File: src/rtl/instr_fetch_ctrl.sv
// Instruction fetch controller.
// Holds the program counter and drives it straight onto the address of a
// combinational instruction memory. Each fetched word is registered into IR
// for the decode stage, with a valid/ready handshake between the two.
// A HALT_WORD stops fetching. A branch redirects the PC and flushes any
// instruction still waiting for decode.
module instr_fetch_ctrl #(
    parameter int                ADDR_W    = 5,
    parameter int                DATA_W    = 32,
    parameter logic [DATA_W-1:0] HALT_WORD = 32'hFFFF_FFFF
) (
    input  logic              clk,
    input  logic              rst_n,
    input  logic              start,
    output logic [ADDR_W-1:0] address,
    input  logic [DATA_W-1:0] instruction,
    output logic [DATA_W-1:0] ir,
    output logic [ADDR_W-1:0] ir_addr,
    output logic              valid,
    input  logic              ready,
    input  logic              branch,
    input  logic [ADDR_W-1:0] target,
    output logic              halted
);

    typedef enum logic [1:0] {
        IDLE,
        FETCH,
        HALT
    } state_t;

    state_t            state;
    logic [ADDR_W-1:0] pc;
    logic              load;
    logic              is_halt;

    // The memory is read combinationally, so the address is always the PC itself
    assign address = pc;

    // IR may take a new word when it is empty or decode is consuming it this cycle
    assign load    = !valid || ready;
    assign is_halt = (instruction == HALT_WORD);

    // Control FSM: PC, IR and the handshake flags all move together on the clock edge
    always_ff @(posedge clk) begin
        if (!rst_n) begin
            state   <= IDLE;
            pc      <= '0;
            ir      <= '0;
            ir_addr <= '0;
            valid   <= 1'b0;
            halted  <= 1'b0;
        end else begin
            case (state)
                IDLE: begin
                    pc    <= '0;
                    valid <= 1'b0;
                    if (start) begin
                        state <= FETCH;
                    end
                end

                FETCH: begin
                    if (branch) begin
                        pc    <= target;
                        valid <= 1'b0;
                    end else if (is_halt) begin
                        state  <= HALT;
                        halted <= 1'b1;
                        if (load) begin
                            valid <= 1'b0;
                        end
                    end else if (load) begin
                        ir      <= instruction;
                        ir_addr <= pc;
                        valid   <= 1'b1;
                        pc      <= pc + 1'b1;
                    end
                end

                HALT: begin
                    if (branch) begin
                        pc     <= target;
                        halted <= 1'b0;
                        valid  <= 1'b0;
                        state  <= FETCH;
                    end else if (ready) begin
                        valid <= 1'b0;
                    end
                end

                default: begin
                    state <= IDLE;
                end
            endcase
        end
    end

endmodule

File: config.mk
export PLATFORM = sky130hd
export DESIGN_NAME = instr_fetch_ctrl
export DESIGN_NICKNAME = d
export VERILOG_FILES = /design/src/rtl/instr_fetch_ctrl.sv
export SDC_FILE = /design/constraint.sdc
export NUM_CORES = 1
export LEC_CHECK = 0
export ABC_CLOCK_PERIOD_IN_PS = 1800
export CORE_MARGIN = 2
export CORE_UTILIZATION = 40
export CTS_CLUSTER_DIAMETER = 80
export DETAILED_ROUTE_END_ITERATION = 16
export DONT_BUFFER_PORTS = 1
export PLACE_DENSITY = 0.62
export SLEW_MARGIN = 20
export SYNTH_ARGS = -nofsm -noshare
export SYNTH_HDL_FRONTEND = slang
export SYNTH_SLANG_ARGS = --single-unit
File: constraint.sdc
create_clock -name clk -period 1.8 [get_ports clk]
set_input_delay 0.27 -clock clk [delete_from_list [all_inputs] [get_ports clk]]
set_output_delay 0.27 -clock clk [all_outputs]
set_load 0.02 [all_outputs]
==> results.sh <==
export IMPL_status="finished, final reports clean"
export IMPL_syn_inst=256
export IMPL_path_clk_slew_ns=0.09
export IMPL_rows=26
export IMPL_p_int_mw=1.47
export IMPL_clock_fmax_mhz=589
export IMPL_whs_endpoint="ir[31]"
export IMPL_grt_max_degree=90
export IMPL_r2r_start="state[1]"
export IMPL_power_density_mw_per_mm2=902
export IMPL_cp_start_kind="register"
export IMPL_cts_buffer_depth=2
export IMPL_power_frac_seq_pct=57.9
export IMPL_setup_ws_ns=0.101
export IMPL_ios=86
export IMPL_worstPathArrival_ns=1.87
export IMPL_avgSynthCellArea_sq_um=8.15
export IMPL_finalWorstPathRequiredPeriod_ns=1.70
export IMPL_relSlewSlack_pct=75.5
export IMPL_slowest_stage="dfxtp_1"
export IMPL_rsz0062_at_grt="false"
export IMPL_fin_total_pwr_mw=2.08
export IMPL_synth_cell_area_sq_mm=0.00209
export IMPL_die_area_sq_mm=0.00581
export IMPL_ys_seq_elements=46
export IMPL_clock_skew_ns=0.00971
export IMPL_routed_wl_mm=4.98
export IMPL_p_sw_uw=613
export IMPL_finalWeightedCongestion=0.793
export IMPL_wl_per_cell_um=15.4
export IMPL_cpPeakStageDelay_ns=0.31
export IMPL_syn_nets=304
export IMPL_nNetsFinal=302
export IMPL_synth_largest_area_cell="dfxtp_1"
export IMPL_crit_path_max_fanout=37
export IMPL_ys_top_cells_by_area="dfxtp_1 (44%), nand3_1 (11%), o21ai_0 (8.9%)"
export IMPL_cts_root_buffer="clkbuf_8"
export IMPL_cts_buffers=5
export IMPL_combPwrFrac_pct=13.3
export IMPL_hp_start="instruction[31]"
export IMPL_synth_warnings=0
export IMPL_syn_to_final_growth_pct=10.5
export IMPL_preCtsSetupSlack_ns=-0.0329
export IMPL_setup_violations=0
export IMPL_required_ns=1.97
export IMPL_clock_latency_ns=0.29
export IMPL_slew_violations=0
export IMPL_grt_pass1_vias=1548
export IMPL_crit_chain="inv_1 > ha_4 > nand2b_1 > a211oi_4 > buf_4 > buf_8 > o21ai_0"
export IMPL_ant_nets=0
export IMPL_diodes=0
export IMPL_via_count=1734
export IMPL_antenna_found_initial=0
export IMPL_finalCritPeriodShare_pct=94.4
export IMPL_port_buffers=0
export IMPL_initial_core_util_pct=41.1
export IMPL_tns_ns=0
export IMPL_initialDrtViolationCount=111
export IMPL_cts_max_level=2
export IMPL_synth_seq_area_share_pct=44.1
export IMPL_die_h_um=76.2
export IMPL_endpoint_kind="register"
export IMPL_grt_ovfl_total=0
export IMPL_clock_sinks=46
export IMPL_grt_pass1_wl_mm=7.51
export IMPL_ir_drop_mv=0.363
export IMPL_dpl_hpwl_mm=3.24
export IMPL_die_w_um=76.2
export IMPL_path_class="register to register"
export IMPL_p_leak_nw=0.825
export IMPL_synth_cell_types=34
export IMPL_whs_path_depth=2
export IMPL_core_sq_mm=0.00507
export IMPL_via_per_inst=5.35
export IMPL_drc=0
export IMPL_synth_top_area_share_pct=44.1
export IMPL_reg2reg_slack_ns=0.10
export IMPL_cap_viol_max_count=0
export IMPL_hp_class="input port to register"
export IMPL_tightest_slew_ns=0.368
export IMPL_p_clk_share_pct=28.8
export IMPL_r2r_end="ir[4]"
export IMPL_grt_use_total_pct=15.9
export IMPL_utilization_pct=45.4
export IMPL_swShare_pct=29.4
export IMPL_r2r_worst_path_cells=7
export IMPL_hold_viol_final=0
export IMPL_drive_above_1_share_pct=11.0
export IMPL_cts_tree="built"
export IMPL_drt_first_pass_iters=5
[worst max-delay path, delay by kind of cell, from the launching register on]
family | cells | cell delay (ns)
buf+inv | 3 | 0.51
compound gates | 2 | 0.36
flops | 1 | 0.31
fa+ha+maj | 1 | 0.20
simple gates | 1 | 0.18
[synthesized netlist by cell type (all sizes together)]
| cell | n |
|---|---|
| a211oi | 1 |
| a21oi | 4 |
| a22o | 3 |
| a31oi | 1 |
| and2 | 1 |
| buf | 12 |
| clkbuf | 10 |
| dfxtp | 46 |
| ha | 6 |
| inv | 5 |
| mux2 | 1 |
| mux2i | 7 |
| nand2 | 47 |
| nand2b | 1 |
| nand3 | 44 |
| nand4 | 8 |
| nor2 | 2 |
| nor2b | 3 |
| nor3b | 1 |
| nor4 | 2 |
| o211ai | 1 |
| o21ai | 43 |
| o221a | 2 |
| o22ai | 1 |
| o31ai | 1 |
| xnor2 | 1 |
| xor2 | 2 |
[metal layers]
metal / GRT usage, % / share of wire [%]
met1: 20.2 / 45
met3: 6.16 / 8.5
met2: 24.8 / 46
met5: 0 / 0
met4: 5.27 / 1.0
[worst max path at each step]
stage	startpoint	to	slack, ns	cells past startpoint
final	state[1]	ir[4]	0.10	7
after global routing	state[1]	ir[0]	0.01	7
after CTS	state[0]	ir_addr[4]	0.07	6
after detailed placement	state[0]	ir[0]	-0.03	5
after global placement	state[0]	ir_addr[4]	0.07	6
after floorplan	state[1]	ir_addr[2]	0.18	9
[power groups by stage]
stage | Clock (mW) | Sequential, mW | Combinational, mW
after floorplan | 0 | 1.22 | 0.214
after global placement | 0 | 1.22 | 0.229
after detailed placement | 0 | 1.22 | 0.236
after CTS | 0.625 | 1.20 | 0.237
after global routing | 0.650 | 1.21 | 0.309
final | 0.598 | 1.20 | 0.277
[kinds of logic (layout without fill, tap and decap cells)]
logic type / after synthesis / count (layout) / share of synthesized area [%]
mux: 8 / 8 / 3.90
simple gates: 109 / 109 / 26.1
buf+inv: 27 / 25 / 5.76
fa+ha+maj: 6 / 6 / 3.60
xor+xnor: 3 / 3 / 1.26
flops: 46 / 46 / 44.1
compound gates: 57 / 57 / 15.3
[per-stage QoR]
step / instance area (sq um) / instances / hold WS [ns]
after CTS: 2260 / 321 / 0.0964
after global placement: 2170 / 314 / 0.403
after global routing: 2310 / 324 / 0.104
after detailed placement: 2170 / 314 / 0.410
after floorplan: 2090 / 256 / 0.400
final: 2310 / 324 / 0.105
[timing repair]
action	CTS	global route
gates cloned	0	2
setup endpoints to repair	37	37
gates resized for setup	1	4
pin swaps	0	1
buffers inserted	0	1
hold buffers	0	0
[sequential cells by signal, summed over array words and instances (netlist names)]
signal and cells:
valid 1, state 2, ir 32, halted 1, address 5, ir_addr 5
[area by class of cell]
cell class | count | area, sq um
Clock buffer | 6 | 72.6
Tap cell | 70 | 87.6
Fill cell | 517 | 2770
Inverter | 5 | 18.8
Timing Repair Buffer | 13 | 126
Multi-Input combinational cell | 183 | 1070
Clock inverter | 1 | 7.51
Sequential cell | 46 | 922
[cell usage in the layout, fill, tap and decap left out, types with 6 or more instances in the layout]
cell type  count
o21ai_0       37
nand4_1        7
mux2i_1        7
dfxtp_1       45
nand2_1       46
o21ai_1        6
buf_4         10
nand3_1       44
Power figures use the tool's default switching activity.
